--- config.mk ---
export PLATFORM = sky130hd
export DESIGN_NAME = br_resolve_unit
export DESIGN_NICKNAME = d
export VERILOG_FILES = /design/src/rtl/br_resolve_unit_pkg.sv /design/src/rtl/br_resolve_unit_fifo.sv /design/src/rtl/br_resolve_unit.sv
export SDC_FILE = /design/constraint.sdc
export NUM_CORES = 1
export LEC_CHECK = 0
export ABC_CLOCK_PERIOD_IN_PS = 2400
export CORE_MARGIN = 2
export CORE_UTILIZATION = 50
export CTS_CLUSTER_DIAMETER = 40
export DETAILED_ROUTE_END_ITERATION = 6
export GPL_TIMING_DRIVEN = 1
export PLACE_DENSITY_LB_ADDON = 0.12
export SLEW_MARGIN = 40
export SYNTH_ARGS = -nofsm -noshare
export SYNTH_HDL_FRONTEND = slang
export SYNTH_SLANG_ARGS = --single-unit
--- constraint.sdc ---
create_clock -name clk -period 2.4 [get_ports clk]
set_input_delay 0.48 -clock clk [delete_from_list [all_inputs] [get_ports clk]]
set_output_delay 0.48 -clock clk [all_outputs]
set_load 0.1 [all_outputs]
--- src/rtl/br_resolve_unit_pkg.sv ---
// Shared types for the branch resolve unit: branch kinds, FIFO states and the
// resolved-branch payload carried from the branch unit to the CDB.
package params;

  localparam int unsigned ROB_IDX_W_DEF = 5;
  localparam int unsigned PREG_W_DEF    = 6;

  typedef enum logic [1:0] {
    BR_KIND_BR   = 2'd0,
    BR_KIND_JAL  = 2'd1,
    BR_KIND_JALR = 2'd2
  } br_kind_t;

  typedef enum logic [1:0] {
    FIFO_EMPTY = 2'd0,
    FIFO_ONE   = 2'd1,
    FIFO_TWO   = 2'd2
  } fifo_state_t;

  typedef struct packed {
    logic        rd_we;
    logic        mispredict;
    logic [31:0] data;
    logic [31:0] target;
  } br_res_t;

  function automatic logic [31:0] next_seq_pc(input logic [31:0] pc);
    return pc + 32'd4;
  endfunction

endpackage

--- src/rtl/br_resolve_unit_fifo.sv ---
// Two-entry skid FIFO holding resolved branch results; the head is read
// straight from storage registers so nothing from the push side reaches pop_*.
module br_res_fifo
  import params::*;
#(
  parameter type T = br_res_t
) (
  input  logic clk,
  input  logic rst_n,
  input  logic flush,
  input  logic push_valid,
  output logic push_ready,
  input  T     push_data,
  output logic pop_valid,
  input  logic pop_ready,
  output T     pop_data
);

  fifo_state_t state;
  logic        wr_ptr;
  logic        rd_ptr;
  T            mem [2];
  logic        push;
  logic        pop;

  assign push_ready = (state != FIFO_TWO);
  assign pop_valid  = (state != FIFO_EMPTY);
  assign pop_data   = mem[rd_ptr];
  assign push       = push_valid && push_ready;
  assign pop        = pop_valid && pop_ready;

  always_ff @(posedge clk or negedge rst_n) begin
    if (!rst_n) begin
      state  <= FIFO_EMPTY;
      wr_ptr <= 1'b0;
      rd_ptr <= 1'b0;
      mem[0] <= '0;
      mem[1] <= '0;
    end else if (flush) begin
      state  <= FIFO_EMPTY;
      wr_ptr <= 1'b0;
      rd_ptr <= 1'b0;
    end else begin
      if (push) begin
        mem[wr_ptr] <= push_data;
        wr_ptr      <= ~wr_ptr;
      end
      if (pop) rd_ptr <= ~rd_ptr;
      unique case (state)
        FIFO_EMPTY: if (push) state <= FIFO_ONE;
        FIFO_ONE: begin
          if (push && !pop)      state <= FIFO_TWO;
          else if (pop && !push) state <= FIFO_EMPTY;
        end
        FIFO_TWO: if (pop) state <= FIFO_ONE;
        default:  state <= FIFO_EMPTY;
      endcase
    end
  end

endmodule

--- src/rtl/br_resolve_unit.sv ---
// Branch resolve unit: computes taken/target/link/mispredict at push time and
// queues results for the CDB. Optional counters under BR_RESOLVE_PERF_EN.
module br_resolve_unit
  import params::*;
#(
  parameter int unsigned ROB_IDX_W = ROB_IDX_W_DEF,
  parameter int unsigned PREG_W    = PREG_W_DEF
) (
  input  logic                 clk,
  input  logic                 rst_n,
  input  logic                 in_valid,
  output logic                 in_ready,
  input  logic [ROB_IDX_W-1:0] in_rob_idx,
  input  logic [PREG_W-1:0]    in_pd,
  input  logic                 in_rd_we,
  input  br_kind_t             in_kind,
  input  logic [31:0]          in_pc,
  input  logic                 in_cmp,
  input  logic [31:0]          in_add,
  input  logic                 in_pred_taken,
  input  logic [31:0]          in_pred_target,
  input  logic                 flush,
  output logic                 cdb_valid,
  input  logic                 cdb_ready,
  output logic [ROB_IDX_W-1:0] cdb_rob_idx,
  output logic [PREG_W-1:0]    cdb_pd,
  output logic                 cdb_rd_we,
  output logic [31:0]          cdb_data,
  output logic                 cdb_mispredict,
  output logic [31:0]          cdb_target
`ifdef BR_RESOLVE_PERF_EN
  ,
  output logic [31:0]          perf_resolved,
  output logic [31:0]          perf_mispredict
`endif
);

  // Tags are sized by this instance's parameters, so wrap the shared payload.
  typedef struct packed {
    logic [ROB_IDX_W-1:0] rob_idx;
    logic [PREG_W-1:0]    pd;
    br_res_t              res;
  } entry_t;

  entry_t      push_entry;
  entry_t      head;
  logic        actual_taken;
  logic [31:0] seq_pc;

  always_comb begin
    seq_pc       = next_seq_pc(in_pc);
    actual_taken = (in_kind == BR_KIND_BR) ? in_cmp : 1'b1;

    push_entry                = '0;
    push_entry.rob_idx        = in_rob_idx;
    push_entry.pd             = in_pd;
    push_entry.res.target     = actual_taken ? in_add : seq_pc;
    push_entry.res.mispredict = (actual_taken != in_pred_taken) ||
                                (actual_taken && (in_add != in_pred_target));
    if (in_kind != BR_KIND_BR) begin
      push_entry.res.data  = seq_pc;
      push_entry.res.rd_we = in_rd_we;
    end
  end

  br_res_fifo #(
    .T (entry_t)
  ) u_fifo (
    .clk        (clk),
    .rst_n      (rst_n),
    .flush      (flush),
    .push_valid (in_valid),
    .push_ready (in_ready),
    .push_data  (push_entry),
    .pop_valid  (cdb_valid),
    .pop_ready  (cdb_ready),
    .pop_data   (head)
  );

  assign cdb_rob_idx    = head.rob_idx;
  assign cdb_pd         = head.pd;
  assign cdb_rd_we      = head.res.rd_we;
  assign cdb_data       = head.res.data;
  assign cdb_mispredict = head.res.mispredict;
  assign cdb_target     = head.res.target;

`ifdef BR_RESOLVE_PERF_EN
  // A pop coinciding with flush is not a broadcast, so it is not counted.
  logic pop_fire;
  assign pop_fire = cdb_valid && cdb_ready && !flush;

  always_ff @(posedge clk or negedge rst_n) begin
    if (!rst_n) begin
      perf_resolved   <= '0;
      perf_mispredict <= '0;
    end else if (pop_fire) begin
      if (perf_resolved != '1) perf_resolved <= perf_resolved + 32'd1;
      if (head.res.mispredict && (perf_mispredict != '1))
        perf_mispredict <= perf_mispredict + 32'd1;
    end
  end
`endif

endmodule

==> impl_metrics.toml, run 1 <==
[synthesis]
synth_area_mm2 = 0.00819
synth_edf_count = 0
synthFlopType = "dfrtp_1"
synthArstFlopShare = 1.00
yosysWarnings = 0
yosysSeqAreaShare = 0.483
syn-mean-instance-area_um2 = 9.49
ys_types = 40
syn_inst = 863
synth.ff_latch_count = 158
synth_fp_nets = 982

[job]
max-cap-violations = 0

[floorplanning]
io_pins = 196
initial_core_util = 0.514
dieArea_mm2 = 0.0174
fp.dieH_um = 132
die_x_um = 132
coreArea_mm2 = 0.0159
rows = 46

[sta]
rsz0062_at_grt = "false"
finClkSkew_ps = 5.84
fin_setup_tns_ps = 0
fmax_ghz = 0.430
finalSetupViolCount = 0
period_share = 0.968
finalMaxSlewViolations = 0
max_slew_margin = 0.552
post-route-min-period_ps = 2320
worst_slew_pin_slew_ps = 669
hold_viol_final = 0

[pwr]
seqPwrFrac = 0.303
power.internal_w = 0.00714
p_per_area_mw_per_mm2 = 979
pwr-share-comb = 0.467
power.share.clock = 0.231
ir_worst_vdd_uv = 632
p_total_w = 0.0122
leakagePower_nw = 5.54
p_sw_frac = 0.414
power_switching_w = 0.00504

[place]
place_area_mm2 = 0.0118
dp_hpwl_um = 18700
placement.io_buffers = 195
place.gp.congestion = 0.876

[clock_tree]
cts_buffer_depth = 2
cts.sinks = 158
numCtsBuffers = 17
insertion_delay_ps = 430
clockRootBuffer = "clkbuf_16"
cts_tree = "built"
clk_pin_slew_ps = 60
htreeDepth = 4

[global_route]
grt_overflow_total = 0
gr-usage-all-layers = 0.298
grt_pass1_wl_um = 40800
first_global_vias = 7636
antenna_found_initial = 0
grt_max_degree = 57

[route]
ant_nets = 0
wl_um = 25500
dr_total_vias = 7659
drt_iter0_drc = 566
drc = 0
dr.pass1.iters = 5
via_per_inst = 5.73
avgRoutedWirePerCell_um = 19.1

[layout]
final_common_cell = "nand2_1"
area_growth_syn_to_layout_pct = 51.8
drive_gt1_frac = 0.264
final_area_mm2 = 0.0124
fin_util = 0.780
layout_common_cells = "220 x nand2_1, 157 x dfrtp_1, 114 x clkdlybuf4s50_1"
antenna_cells = 0
final_nets = 1227

[run_status]
outcome = "complete, no violations"

[setup_path]
critical_path_arrival_ps = 2660
cp.required_ps = 2730
critPathMaxFanout = 5
endpoint_kind = "flop"
startpoint_type = "input pin"
crit_type = "input pin to flop"

[min_path]
hold_class = "flop to flop"
-- registers in the layout (all words and copies together), names as in the netlist --
register and cells:
u_fifo.rd_ptr 1, u_fifo.state 2, u_fifo.wr_ptr 1, u_fifo.mem 154
-- power by group through the flow --
stage                     sequential, W  clock, W  combinational [W]
after floorplan                 0.00358         0            0.00363
after global placement          0.00367         0            0.00561
after detailed placement        0.00370         0            0.00567
after CTS                       0.00368   0.00282            0.00569
after global routing            0.00375   0.00295            0.00592
final                           0.00369   0.00281            0.00568
-- metal layers --
metal	global-route usage	routed length, um	part of all wire	vias up
met1	0.379	10300	0.40	3728
met2	0.487	12500	0.49	349
li1	-	-	-	3521
met5	0	0	0	-
met4	0.123	815	0.032	0
met3	0.0730	1970	0.077	61
-- critical path, cell delays in order --
cell	delay [ps]
clkdlybuf4s50_1	520
ha_4	160
nand4_4	120
or3_4	440
or4_4	520
and2_1	200
o31ai_1	220
-- stage by stage --
step / hold slack [ps] / setup WS, ps / std cells
6_report: 471 / 76.3 / 1337
4_1_cts: 471 / 8.30 / 1335
2_1_floorplan: 184 / 129 / 863
5_1_grt: 492 / 6.73 / 1337
3_3_place_gp: 435 / -383 / 1302
3_5_place_dp: 440 / -457 / 1302
-- cell usage after synthesis (9+ instances only) --
| master | number | share of area |
|---|---|---|
| dfrtp_1 | 158 | 0.48 |
| o21ai_0 | 66 | 0.040 |
| nand3_1 | 18 | 0.011 |
| nor2_1 | 43 | 0.020 |
| o31ai_1 | 28 | 0.026 |
| a22o_1 | 16 | 0.017 |
| nand2_1 | 220 | 0.10 |
| nor3_1 | 9 | 0.0055 |
| nor4_1 | 13 | 0.0099 |
| xor2_1 | 39 | 0.042 |
| clkbuf_1 | 43 | 0.020 |
| o221ai_1 | 18 | 0.019 |
| a21oi_1 | 11 | 0.0067 |
| mux2_2 | 83 | 0.11 |
| xnor2_1 | 16 | 0.017 |
-- repair_timing --
item | in CTS | in global routing
resized for setup | 3 | 8
hold endpoints to repair | 30 | 0
endpoints found under the setup margin | 3 | 53
pin swaps | 1 | 5
hold buffers | 1 | 0
cloned | 0 | 0
setup buffers | 0 | 2
-- area by class of cell --
cell class | count | area, um^2
Multi-Input combinational cell | 644 | 4090
Clock buffer | 20 | 447
Tap cell | 216 | 270
Clock inverter | 12 | 160
Fill cell | 1084 | 3500
Timing Repair Buffer | 279 | 3480
Sequential cell | 158 | 3960
Inverter | 8 | 30.0
-- worst paths after layout --
check / start / to / slack [ps] / depth (start not counted)
setup / recovery: in_pc[2] / u_fifo.mem[56] / 80 / 7
hold / removal: u_fifo.mem[5] / u_fifo.mem[5] / 470 / 2
setup reg to reg: u_fifo.state[0] / u_fifo.mem[137] / 340 / 5
hold reg to reg: u_fifo.mem[5] / u_fifo.mem[5] / 470 / 2
max in group asynchronous: rst_n / u_fifo.rd_ptr / 1090 / 3
min in group asynchronous: rst_n / u_fifo.mem[4] / 550 / 2
-- kinds of logic after synthesis --
group	Yosys count	share of synthesized area
buf+inv	61	0.0282
fa+ha+maj	2	0.00305
flops	158	0.483
xor+xnor	55	0.0588
mux	87	0.119
simple gates	352	0.191
compound gates	148	0.117
No activity file was read; power rests on OpenSTA's default activity.
==> inputs of run 2 (changes only) <==
PLACE_DENSITY = 0.8   (was default)
PLACE_DENSITY_LB_ADDON = default   (was 0.12)
==> run 2 against run 1 <==
Flip-flop and latch count is the same. Total power shrank 0.78%. Register-to-register slack improved by 140 ps. Hold slack improved by 2.6 ps. Worst setup slack got worse by 59 ps. Critical endpoint is now u_fifo.mem[138]. Maximum frequency is 2.5% lower.
==> impl_metrics.toml, run 2 (synthesis gave the netlist of run 1 again) <==
[run_status]
outcome = "complete, no violations"

[layout]
nFillCells = 978
final_common_cell = "nand2_1"
final-seq-area_mm2 = 0.00396
largest_register = "u_fifo.mem"
fin_cells = 1332
final_area_mm2 = 0.0125
layout_common_cells = "220 x nand2_1, 157 x dfrtp_1, 113 x clkdlybuf4s50_1"
reg_top3 = "u_fifo.mem: 154 flops, u_fifo.state: 2 flops"
antenna_cells = 0
multi_input_area_mm2 = 0.00415
final_nets = 1222
drive_gt1_frac = 0.265
fin_util = 0.782
area_growth_syn_to_layout_pct = 52.1
largest_reg_flops = 154

[route]
ant_nets = 0
drc = 0
via_per_inst = 5.86
dr.pass1.iters = 5
dr_total_vias = 7805
wl_um = 26200
avgRoutedWirePerCell_um = 19.7
drt_iter0_drc = 697

[setup_path]
endpoint_kind = "flop"
critPathMaxFanout = 4
crit_chain = "clkdlybuf4s50_1 > nand4_1 > or4_1 > nor3_1 > xnor2_1 > o21ai_0"
crit_family = "simple AND/OR/NAND/NOR gates"
r2r_end = "u_fifo.mem[91]"
crit_type = "input pin to flop"
crit_buf_inv = 1
startpoint_type = "input pin"
reg2reg_slack_ps = 480
critPathSlowestCell = "or4_1"
cp.required_ps = 2700
worst-r2r-cell-count = 5
max_stage_delay_ps = 690
critical_path_arrival_ps = 2680
r2r-start = "u_fifo.state[0]"

[min_path]
hold-path-endpoint = "u_fifo.mem[41]"
hold_class = "flop to flop"
hold_start = "u_fifo.mem[41]"
whs_path_depth = 2

[global_route]
grt_pass1_wl_um = 41500
grt_max_degree = 66
first_global_vias = 7852
antenna_found_initial = 0
gr-usage-all-layers = 0.300
grt_overflow_total = 0

[clock_tree]
cts_buffer_depth = 2
clockRootBuffer = "clkbuf_16"
cts_setup_buffers = 0
cts.sinks = 158
numCtsBuffers = 17
htreeDepth = 4
cts_tree = "built"
insertion_delay_ps = 430
clk_pin_slew_ps = 60

[pwr]
power.share.clock = 0.223
p_sw_frac = 0.420
pwr-share-comb = 0.472
leakagePower_nw = 5.58
seqPwrFrac = 0.304
p_per_area_mw_per_mm2 = 970
p_total_w = 0.0121
power_switching_w = 0.00508
ir_worst_vdd_uv = 600
power.internal_w = 0.00701

[floorplanning]
initial_core_util = 0.514
io_pins = 196
dieArea_mm2 = 0.0174
die_x_um = 132
coreArea_mm2 = 0.0159
rows = 46
fp.dieH_um = 132

[sta]
finClkSkew_ps = 7.59
fmax_ghz = 0.420
hold_viol_final = 0
finalSetupViolCount = 0
finalMaxSlewViolations = 0
worst_slew_pin_slew_ps = 528
period_share = 0.993
max_slew_margin = 0.644
post-route-min-period_ps = 2380
whs_ps = 474

[place]
place_area_mm2 = 0.0118
placement.io_buffers = 195
place_inst = 1299
place.gp.congestion = 0.937
dp_hpwl_um = 18300

[job]
max-cap-violations = 0
run 2: cell types whose count changed in the layout (fill, tap and decap cells not counted), moves of 2 or more:
cell	before	now
clkinv_4	2	4
clkbuf_1	2	0
buf_4	75	68
buf_12	87	89
nor4_1	11	9
nor4_4	0	3
run 2: how the worst max path moves through the flow:
stage / start / to / slack, ps / cells after the start
after floorplan: in_pc[2] / u_fifo.mem[133] / 130 / 7
after global placement: in_pc[2] / u_fifo.mem[50] / -410 / 7
after detailed placement: in_pc[3] / u_fifo.mem[60] / -510 / 8
after CTS: in_pc[3] / u_fifo.mem[129] / 4 / 7
after global routing: in_pc[17] / u_fifo.mem[138] / -20 / 6
final: in_pc[17] / u_fifo.mem[138] / 20 / 6
run 2: tightest hold or removal path: cells and delay by family, from the launching register on:
kind,cells,cell delay (ps)
flip-flops,1,340
AND/OR/NAND/NOR,1,50
AO/OA/AOI/OAI,1,50
run 2: routing by layer:
layer / up-vias / global-route usage / wire, um
met1: 3818 / 0.388 / 10400
li1: 3502 / - / -
met2: 417 / 0.495 / 12800
met5: - / 0 / 0
met4: 0 / 0.123 / 916
met3: 68 / 0.0615 / 2080
run 2: metrics by stage:
step / worst slack (ps) / setup TNS [ps]
finish: 17.8 / 0
global route: -24.0 / -64.6
CTS: 4.48 / 0
detailed placement: -511 / -19540
global placement: -405 / -16890
floorplan: 129 / 0
run 2: timing repair:
action | 4_1_cts | 5_1_grt
hold buffers | 1 | 0
pin swaps | 2 | 3
endpoints found under the hold margin | 42 | 0
resized for setup | 4 | 15
endpoints found under the setup margin | 11 | 29
run 2: area by class of cell:
cell class	instances	share of cell area
clock buffers	17	0.0341
clock inverters	15	0.0132
inverters	8	0.00241
multi-input cells	644	0.333
flip-flops and latches	158	0.318
well taps	216	0.0217
repair buffers	274	0.278
run 2: power groups by stage:
stage          registers [W]  logic [W]  clock network, W
2_1_floorplan        0.00358    0.00363                 0
3_3_place_gp         0.00365    0.00560                 0
3_5_place_dp         0.00370    0.00567                 0
4_1_cts              0.00366    0.00571           0.00271
5_1_grt              0.00374    0.00593           0.00283
6_report             0.00368    0.00571           0.00270
==> inputs of run 3 (changes only) <==
ABC_CLOCK_PERIOD_IN_PS = 2900   (was 2400)
CORE_UTILIZATION = 54   (was 50)
PLACE_DENSITY = 0.86   (was 0.8)
clock period = 2.9 ns   (was 2.4 ns; I/O delays follow)
==> run 3 against run 2 <==
Register-to-register slack better by 390 ps. Sequential share of layout area up 4.1 points. Cell area down 11%. Flip-flop and latch count unchanged. Sequential power down 17%. Via count down 6.4%.
==> impl_metrics.toml, run 3 (synthesis gave the netlist of run 1 again) <==
[global_route]
grt_pass1_wl_um = 37700
grt_overflow_total = 0
grt_max_degree = 69
gr-usage-all-layers = 0.298
first_global_vias = 7373
antenna_found_initial = 0

[clock_tree]
numCtsBuffers = 17
clk_pin_slew_ps = 60
cts_hold_buf = 0
htreeDepth = 4
cts_setup_buffers = 0
cts_buffer_depth = 2
insertion_delay_ps = 430
clockRootBuffer = "clkbuf_16"
cts_tree = "built"
cts.sinks = 158
cts_resized = 0

[route]
drt_iter0_drc = 569
drc = 0
dr.pass1.iters = 5
via_per_inst = 5.75
dr_total_vias = 7302
ant_nets = 0
wl_um = 23500
avgRoutedWirePerCell_um = 18.5

[setup_path]
cp.required_ps = 2320
critical_path_arrival_ps = 2100
critPathMaxFanout = 28
endpoint_kind = "output port"
startpoint_type = "flop"
crit_type = "flop to output port"

[sta]
hold_viol_final = 0
worst_slew_pin_slew_ps = 618
post-route-min-period_ps = 2680
finalMaxSlewViolations = 0
rsz0062_at_grt = "false"
fmax_ghz = 0.373
period_share = 0.923
max_slew_margin = 0.588
finalSetupViolCount = 0
finClkSkew_ps = 7.74

[floorplanning]
dieArea_mm2 = 0.0162
initial_core_util = 0.545
fp.dieH_um = 127
die_x_um = 127
io_pins = 196
coreArea_mm2 = 0.0150
rows = 45

[layout]
layout_common_cells = "220 x nand2_1, 157 x dfrtp_1, 117 x buf_4"
largest_reg_flops = 154
reg_top3 = "u_fifo.mem: 154 flops, u_fifo.state: 2 flops"
final_nets = 1189
drive_gt1_frac = 0.230
final-seq-area_mm2 = 0.00396
fin_util = 0.734
antenna_cells = 0
area_growth_syn_to_layout_pct = 34.7
multi_input_area_mm2 = 0.00405
nFillCells = 1107
final_common_cell = "nand2_1"
largest_register = "u_fifo.mem"
fin_cells = 1271

[pwr]
p_per_area_mw_per_mm2 = 821
ir_worst_vdd_uv = 495
p_total_w = 0.00906
leakagePower_nw = 5.02

[place]
place_inst = 1239
place.gp.congestion = 0.907
dp_hpwl_um = 17000
placement.io_buffers = 195

[min_path]
hold_class = "input pin to asynchronous set/reset pin"

[job]
max-cap-violations = 0

[run_status]
outcome = "complete, no violations"
## run 3: cell count changes in the layout (fill, tap and decap cells not counted), sizes merged, moves of 2 or more
cell           previous run  this run
buf                     158       126
clkbuf                   17        22
inv                      11         8
clkdlybuf4s50           113       115
dlymetal6s2s              2         0
## run 3: through the flow
step	TNS (ps)	setup slack [ps]	instance area, um^2	hold slack [ps]
floorplan	0	250	8190	284
global placement	-153	-77.2	10500	453
detailed placement	-415	-142	10500	457
CTS	0	222	11000	163
global route	0	176	11000	186
finish	0	222	11000	138
## run 3: cell type report
type | count | area share
multi-input cells | 644 | 0.366
well taps | 188 | 0.0213
clock inverters | 10 | 0.0104
inverters | 8 | 0.00272
flip-flops and latches | 158 | 0.359
clock buffers | 22 | 0.0411
repair buffers | 241 | 0.199
## run 3: final timing paths
check / end / cells past startpoint / slack, ps / from
min in group clk: u_fifo.mem[5] / 2 / 470 / u_fifo.mem[5]
hold / removal: u_fifo.mem[78] / 1 / 140 / rst_n
setup reg to reg: u_fifo.mem[84] / 4 / 870 / u_fifo.state[0]
max in group asynchronous: u_fifo.mem[148] / 2 / 2000 / rst_n
setup / recovery: cdb_mispredict / 3 / 220 / u_fifo.rd_ptr
hold reg to reg: u_fifo.mem[5] / 2 / 470 / u_fifo.mem[5]
## run 3: layer usage
layer  GRT usage  routed length, um  up-vias
met5           0                  0        -
met4       0.118                591        0
met3      0.0578               1550       43
met2       0.488              11400      297
met1       0.395               9940     3533
li1            -                  -     3429
## run 3: worst max-delay path, stage by stage (launching register included)
cell and delay (ps):
dfrtp_4 720, buf_4 310, mux2_2 380, buf_4 240
## run 3: report_power, final
group,internal (W),switching [W],leakage [nW],total [W]
clock network,0.00129,0.000888,0.270,0.00218
logic,0.00109,0.00274,2.77,0.00384
registers,0.00275,0.000299,1.99,0.00305
